### src/rtl/rv2t_prefetch_queue.sv
// Sequential instruction prefetcher: keeps up to DEPTH {PC, IR} words in order,
// with at most one memory read in flight and redirect handling for stale responses.
module rv2t_prefetch_queue #(
    parameter int               XLEN        = 32,
    parameter int               PC_BITWIDTH = 32,
    parameter int               DEPTH       = 4,
    parameter logic [XLEN-1:0]  NOP_WORD    = XLEN'(32'h0000_0013)
) (
    input  logic                    clk,
    input  logic                    sync_reset,
    input  logic                    fetch_init,
    input  logic [PC_BITWIDTH-1:0]  start_addr,
    input  logic                    fetch_next,
    output logic                    fetch_enable_out,
    output logic [XLEN-1:0]         IR_out,
    output logic [PC_BITWIDTH-1:0]  PC_out,
    input  logic                    mem_read_done,
    input  logic [XLEN-1:0]         mem_data,
    output logic                    read_mem_enable,
    output logic [PC_BITWIDTH-1:0]  read_mem_addr
);
    localparam int PW = $clog2(DEPTH);
    localparam int CW = PW + 1;

    typedef enum logic [1:0] {
        S_IDLE  = 2'd0,
        S_FETCH = 2'd1,
        S_WAIT  = 2'd2
    } state_t;

    state_t                  state_q;
    logic                    discard_q;
    logic [PC_BITWIDTH-1:0]  next_addr_q;
    logic                    read_mem_enable_q;
    logic [PC_BITWIDTH-1:0]  read_mem_addr_q;
    logic [PW-1:0]           wr_ptr_q;
    logic [PW-1:0]           rd_ptr_q;
    logic [CW-1:0]           count_q;
    logic [CW-1:0]           count_d;

    logic [PC_BITWIDTH-1:0]  pc_mem [DEPTH];
    logic [XLEN-1:0]         ir_mem [DEPTH];

    logic pop;
    logic push;
    logic room;

    // A redirect wins over any same-cycle pop or push; room uses the post-update count.
    always_comb begin
        pop     = fetch_next && (count_q != '0) && !fetch_init;
        push    = mem_read_done && (state_q == S_WAIT) && !discard_q && !fetch_init;
        count_d = count_q;
        if (fetch_init) begin
            count_d = '0;
        end else begin
            count_d = count_q + CW'(push) - CW'(pop);
        end
        room = (count_d < CW'(DEPTH));
    end

    always_ff @(posedge clk) begin
        if (push) begin
            pc_mem[wr_ptr_q] <= read_mem_addr_q;
            ir_mem[wr_ptr_q] <= mem_data;
        end
    end

    always_ff @(posedge clk) begin
        if (sync_reset) begin
            state_q           <= S_IDLE;
            discard_q         <= 1'b0;
            next_addr_q       <= '0;
            read_mem_enable_q <= 1'b0;
            read_mem_addr_q   <= '0;
            wr_ptr_q          <= '0;
            rd_ptr_q          <= '0;
            count_q           <= '0;
        end else begin
            count_q           <= count_d;
            read_mem_enable_q <= 1'b0;
            if (fetch_init) begin
                wr_ptr_q <= '0;
                rd_ptr_q <= '0;
            end else begin
                if (push) wr_ptr_q <= wr_ptr_q + 1'b1;
                if (pop)  rd_ptr_q <= rd_ptr_q + 1'b1;
            end

            case (state_q)
                S_IDLE: begin
                    if (fetch_init) begin
                        read_mem_enable_q <= 1'b1;
                        read_mem_addr_q   <= start_addr;
                        next_addr_q       <= start_addr + PC_BITWIDTH'(4);
                        state_q           <= S_WAIT;
                    end
                end
                S_FETCH: begin
                    if (fetch_init) begin
                        read_mem_enable_q <= 1'b1;
                        read_mem_addr_q   <= start_addr;
                        next_addr_q       <= start_addr + PC_BITWIDTH'(4);
                        state_q           <= S_WAIT;
                    end else if (room) begin
                        read_mem_enable_q <= 1'b1;
                        read_mem_addr_q   <= next_addr_q;
                        next_addr_q       <= next_addr_q + PC_BITWIDTH'(4);
                        state_q           <= S_WAIT;
                    end
                end
                S_WAIT: begin
                    if (mem_read_done) begin
                        discard_q <= 1'b0;
                        if (fetch_init) begin
                            read_mem_enable_q <= 1'b1;
                            read_mem_addr_q   <= start_addr;
                            next_addr_q       <= start_addr + PC_BITWIDTH'(4);
                        end else if (room) begin
                            read_mem_enable_q <= 1'b1;
                            read_mem_addr_q   <= next_addr_q;
                            next_addr_q       <= next_addr_q + PC_BITWIDTH'(4);
                        end else begin
                            state_q <= S_FETCH;
                        end
                    end else if (fetch_init) begin
                        // The in-flight response belongs to the old stream; drop it when it lands.
                        next_addr_q <= start_addr;
                        discard_q   <= 1'b1;
                    end
                end
                default: state_q <= S_IDLE;
            endcase
        end
    end

    assign fetch_enable_out = (count_q != '0);
    assign IR_out           = fetch_enable_out ? ir_mem[rd_ptr_q] : NOP_WORD;
    assign PC_out           = fetch_enable_out ? pc_mem[rd_ptr_q] : '0;
    assign read_mem_enable  = read_mem_enable_q;
    assign read_mem_addr    = read_mem_addr_q;

endmodule

### config.mk
export PLATFORM = sky130hd
export DESIGN_NAME = rv2t_prefetch_queue
export DESIGN_NICKNAME = d
export VERILOG_FILES = /design/src/rtl/rv2t_prefetch_queue.sv
export SDC_FILE = /design/constraint.sdc
export NUM_CORES = 1
export LEC_CHECK = 0
export CAP_MARGIN = 10
export CELL_PAD_IN_SITES_DETAIL_PLACEMENT = 1
export CELL_PAD_IN_SITES_GLOBAL_PLACEMENT = 1
export CORE_MARGIN = 3
export CORE_UTILIZATION = 38
export DETAILED_ROUTE_END_ITERATION = 12
export GPL_TIMING_DRIVEN = 0
export PLACE_DENSITY = 0.65
export SYNTH_ARGS = -nofsm -noshare
export SYNTH_HDL_FRONTEND = slang
export SYNTH_SLANG_ARGS = --single-unit
### constraint.sdc
create_clock -name clk -period 4.8 [get_ports clk]
set_input_delay 0.96 -clock clk [delete_from_list [all_inputs] [get_ports clk]]
set_output_delay 0.96 -clock clk [all_outputs]
set_load 0.01 [all_outputs]
Yosys cells after proc, flatten, opt, wreduce, memory -nomap -nowiden

Memory sizes are Yosys's and may differ from the RTL's. A register that Yosys moved wholly into a read port is not among the register bits.
Index checks and enable logic that the tools add are counted.

Bits in writable memories: 256
Flip-flop bits (word level): 75
Memories: 2
Logic and storage cells: 74
Input bits: 69

Eq/ne operators: 8
Multiplexer cells: 33
Add/subtract/negate cells: 6
Magnitude comparators: 1
Reduce and logical (&&, ||, !) cells: 16

Memory list:

| name   | words | width | read ports | clocked after Yosys merged registers in | wr ports | RTL line | RTL |
|---|---|---|---|---|---|---|---|
| ir_mem | 4     | 32    | 1          | 1                                       | 1        | 42       | `logic [XLEN-1:0] ir_mem [DEPTH];` |
| pc_mem | 4     | 32    | 1          | 1                                       | 1        | 41       | `logic [PC_BITWIDTH-1:0] pc_mem [DEPTH];` |

Operator list:

| operator                                           | number |
|---|---|
| two-way mux 32 bit                                 | 10 |
| case mux 32 bit (3 select lines)                   | 2 |
| adder 32 x 3 -> 32 bit (second input constant)     | 2 |
| two-way mux 2 bit                                  | 10 |
| two-way mux 1 bit                                  | 8 |
| inequality test 2 bit (second input constant)      | 4 |
| inequality test 3 bit (second input constant)      | 2 |
| case mux 2 bit (3 select lines)                    | 1 |
| AND reduction 3 bit                                | 2 |
| nonzero test 3 bit                                 | 2 |
| logical AND 1 bit                                  | 5 |
| AND reduction 5 bit                                | 1 |
| adder 2 x 1 -> 2 bit (second input constant)       | 2 |
| adder 3 x 1 -> 3 bit                               | 1 |
| less-than comparator 3 bit (second input constant) | 1 |
| two-way mux 3 bit                                  | 1 |
| case mux 1 bit (3 select lines)                    | 1 |
| subtractor 3 x 1 -> 3 bit                          | 1 |
| == test 2 x 1 -> 1 bit (second input constant)     | 1 |
| == test 2 bit (second input constant)              | 1 |
| zero test 1 bit                                    | 2 |
| zero test 2 bit                                    | 1 |
| AND reduction 2 bit                                | 1 |
| nonzero test 2 bit                                 | 1 |
| OR reduction 2 bit                                 | 1 |

Logic depth before layout (Yosys ltp)

Word-level depth: 12
Gate-level depth with buffers: 17
Mapped depth without buffers: 15

Worst setup path after synthesis

Ideal clock, no wire load.

Path type: input -> register
From: in fetch_init
To: reg next_addr_q[25]
Arrival: 4386 ps
Stages on the path: 14
Data required time: 4697 ps
Path slack: 311 ps
Cells stage by stage: clkbuf_1 -> buf_1 -> nor3_1 -> inv_1 -> ha_1 -> inv_1 -> ha_1 -> fa_1 -> xor3_2 -> o2111ai_2 -> nor4_1 -> xnor2_1 -> o221a_1 -> a2111oi_2

Cells in the longest elaborated chain, start to end: 10
Elaborated cells on any way between the ends: 14
Those cells by class: add/sub: 2; order compare: 1; eq/ne: 2; mux: 5; reduce/logical: 4

RTL lines:

| what                             | RTL line | RTL |
|---|---|---|
| start: declaration               | 11       | `input logic fetch_init,` |
| zero test 1 bit                  | 50, 51   |  |
| logical AND 1 bit                | 51       | `push = mem_read_done && (state_q == S_WAIT) && !discard_q && !fetch_init;` |
| adder 3 x 1 -> 3 bit             | 56       | `count_d = count_q + CW'(push) - CW'(pop);` |
| subtractor 3 x 1 -> 3 bit        | 56       |  |
| two-way mux 3 bit                | 53       | `if (fetch_init) begin` |
| less-than comparator 3 bit       | 58       | `room = (count_d < CW'(DEPTH));` |
| two-way mux 32 bit               | n/a      |  |
| two-way mux 32 bit               | 99       | `if (fetch_init) begin` |
| two-way mux 32 bit               | 112      | `if (mem_read_done) begin` |
| case mux 32 bit (3 select lines) | 89       | `case (state_q)` |
| end signal: assignment           | 94       | `next_addr_q <= start_addr + PC_BITWIDTH'(4);` |
| end signal: assignment           | 102      | `next_addr_q <= start_addr + PC_BITWIDTH'(4);` |
| end signal: assignment           | 117      | `next_addr_q <= start_addr + PC_BITWIDTH'(4);` |
| end: declaration                 | 33       | `logic [PC_BITWIDTH-1:0] next_addr_q;` |

Parallel ways exist; a longest one is shown, timed or not.
A chain may end at the register's enable or synchronous reset.

Worst setup path after layout

From: in fetch_init
To: reg next_addr_q[25]

Elaborated cells on any way between the ends: 14
Those cells by class: add/sub: 2; order compare: 1; eq/ne: 2; mux: 5; reduce/logical: 4

RTL lines:

| what                                 | RTL line | RTL |
|---|---|---|
| zero test 1 bit (*)                  | 50       | `pop = fetch_next && (count_q != '0) && !fetch_init;` |
| logical AND 1 bit (*)                | 50       |  |
| named net pop                        | 44       | `logic pop;` |
| subtractor 3 x 1 -> 3 bit (*)        | 56       |  |
| two-way mux 3 bit (*)                | 53       |  |
| less-than comparator 3 bit (*)       | 58       |  |
| two-way mux 32 bit (*)               | n/a      |  |
| two-way mux 32 bit (*)               | 99       |  |
| two-way mux 32 bit                   | 112      |  |
| case mux 32 bit (3 select lines) (*) | 89       |  |

Mark *: on every way through the listed nets, which the timed path passes. The rest lies on a longest branch.

==> metrics.yaml <==
worst_hold_path:
  min_from: "next_addr_q[1]"
  hp-class: "reg -> reg"
  holdPathStages: 2
timing:
  timing.fmax_mhz: 222
  clock_skew_ns: 0.0306
  drv_slew: 0
  tns_ns: 0
  worstMarginPinSlew_ns: 1.00
  setup_viol_count_final: 0
  timing.final.crit_share: 0.940
  relSlewSlack: 0.330
  period_minus_slack_ns: 4.51
  hold_viol: 0
  timing.hold.ws_ns: 0.505
  fin_ws_ns: 0.286
synthesis:
  synth_cell_type_count: 74
  synthArstFlopShare: 0
  synth_largest_area_cell: "edfxtp_1"
  synth.area.top_cells: "edfxtp_1 51%, dfxtp_1 10%, mux4_2 9.5%"
  synth_edf_count: 256
  synth_seq_cells: 333
  ys_seq_area_frac: 0.610
  yosys_warnings: 0
  synth_top_flop_cell: "edfxtp_1"
  synth_most_common_cell: "edfxtp_1"
  syn_nets: 1251
  synth.top_cell.area_share: 0.508
  synth_cells: 1168
  avgSynthCellArea_um2: 12.9
  synth_area_um2: 15100
  synthTopCellsByCount: "256 x edfxtp_1, 128 x nand2_1, 83 x nor2_1, 77 x dfxtp_1, 72 x and2_1"
place:
  post-place-cells: 1848
  pre_cts_ws_ns: -1.63
  place_hpwl_mm: 32.2
  gp_congestion: 0.929
  numPortBuffers: 158
  placed_area_um2: 17500
die:
  dieHeight_um: 206
  rows: 72
  start_util: 0.388
  ios: 167
  core_um2: 39000
  dieArea_um2: 42200
  fp.dieW_um: 206
detailed_routing:
  antenna_left: 0
  dr.first_iter.drc_count: 867
  drc: 0
  route.final.wire_length_mm: 46.4
  wl_per_cell_um: 24.2
  drt_first_pass_iters: 5
  viasPerCell: 5.69
  vias: 10900
finish:
  area_growth_pct: 24.0
  finalInstanceArea_um2: 18700
  drive_gt1_frac: 0.120
  fin_nets: 1458
  ff_latch_area_um2: 9230
  antennaDiodeCount: 0
  fin_cells: 1921
  fillCellCount: 3983
  multi_input_comb_area_um2: 5500
power_and_ir_drop:
  ir_drop_v: 0.000227
  power_density_nw_per_um2: 480
  combPwrFrac: 0.269
  switching_power_mw: 3.00
  p_sw_frac: 0.334
  p_leak_nw: 6.14
  seqPwrFrac: 0.428
  p_int_mw: 5.99
  p_clk_frac: 0.304
clock_network:
  cts.htree.levels: 2
  numCtsBuffers: 38
  insertion_delay_ns: 0.55
  path_clk_slew_ns: 0.06
  cts_root_buffer: "clkbuf_16"
  clock_path_buffers: 3
  cts_tree: "done"
  hold_buffers: 0
  numClockSinks: 333
grt:
  grt_max_degree: 55
  overflow: 0
  grt_pass1_vias: 11100
  antenna_found_initial: 0
  grt_pass1_wl_mm: 69.8
  grtUsageTotal: 0.219
setup_path:
  critPathKind: "in -> reg"
  cp_max_fo: 10
  critical_path.startpoint: "fetch_init"
  end_kind: "register"
  cp-start-kind: "primary input"
  worstRegToRegCells: 16
  r2r-start: "state_q[0]"
  worstPathRequired_ns: 5.22
  cp.arrival_ns: 4.93
flow_run:
  maxCapViolations: 0
run_status:
  status: "finished, final reports clean"
==> power groups by stage <==
stage	Clock (mW)	Sequential (mW)	Combinational (mW)
after floorplan	0	3.82	1.26
after global placement	0	3.89	2.28
after detailed placement	0	3.91	2.32
after CTS	2.81	3.85	2.37
after global routing	2.92	3.90	2.60
final	2.73	3.85	2.42
==> timing repair <==
item	4_1_cts	5_1_grt
pin swaps	1	2
setup endpoints to repair	57	43
buffers inserted	2	3
gates resized for setup	10	12
==> worst max-delay path: stages <==
cell and delay, ns:
clkbuf_2 0.22, clkbuf_4 0.34, clkbuf_2 0.41, nor2_1 0.10, ha_1 0.29, inv_1 0.04
ha_1 0.18, fa_1 0.40, xor3_2 0.58, o2111ai_2 0.32, nor4_2 0.43, xnor2_1 0.11
o221a_1 0.24, a2111oi_2 0.30
==> sequential cells by signal (all words and copies together), names as in the netlist, named ones only <==
signal	cells
state_q	2
read_mem_addr	32
discard_q	1
next_addr_q	32
ir_mem	128
read_mem_enable	1
rd_ptr_q	2
pc_mem	128
count_q	3
wr_ptr_q	2
==> cell usage in the layout (no fill, tap or decap), drive strengths merged, types with 6 or more instances in the layout <==
cell	netlist	final
a21o	7	7
a211oi	7	7
edfxtp	256	256
or4	8	8
o21ai	36	36
mux2i	6	6
nor3	24	24
nand4	17	17
a221oi	12	12
mux4	64	64
ha	13	13
and3	11	11
xnor2	16	16
and2	72	72
nor4	12	12
nand2	128	128
inv	33	34
a31oi	10	10
buf	14	22
dfxtp	77	77
a311oi	34	34
xor2	11	11
a21oi	36	36
nand3	22	22
nor2	83	83
o31ai	12	12
clkinv	1	16
clkdlybuf4s50	0	158
clkbuf	67	118
==> metrics by stage <==
step	power, mW	util
3_3_place_gp	6.17	0.445
5_1_grt	9.42	0.481
3_5_place_dp	6.22	0.448
4_1_cts	9.03	0.479
6_report	8.99	0.481
2_1_floorplan	5.09	-
==> path summary, 6_finish.rpt <==
kind                                        end  slack [ns]
worst min register to register   next_addr_q[1]        0.50
worst max-delay path            next_addr_q[25]        0.29
worst min-delay path             next_addr_q[1]        0.50
worst max register to register  next_addr_q[25]        0.29
==> kinds of logic (layout without fill, tap and decap cells) <==
kind of cell               after synthesis  after routing  synth area share
DFF                                    333            333             0.610
and+or+nand+nor                        404            404             0.134
buffers and inverters                  115            350            0.0293
muxes                                   70             70            0.0993
AOI/OAI and AO/OA                      203            203            0.0966
xor gates and xnor gates                29             29            0.0188
adders and majority gates               14             14            0.0121
==> metal layers <==
metal,global-route usage,up-vias,part of all wire,wire length (µm)
li1,-,4889,-,-
met1,0.304,5593,0.44,20300
met2,0.346,364,0.46,21500
met3,0.0459,93,0.069,3190
met4,0.0732,0,0.031,1430
met5,0,-,0,0
==> area by class of cell <==
| class | count | area share |
|---|---|---|
| Sequential cell | 333 | 0.492 |
| Multi-Input combinational cell | 720 | 0.293 |
| Timing Repair Buffer | 167 | 0.0929 |
| Clock buffer | 50 | 0.0565 |
| Tap cell | 518 | 0.0346 |
| Buffer | 81 | 0.0176 |
| Inverter | 34 | 0.00687 |
| Clock inverter | 18 | 0.00614 |
Note: power is estimated with default switching activity, not from simulation.
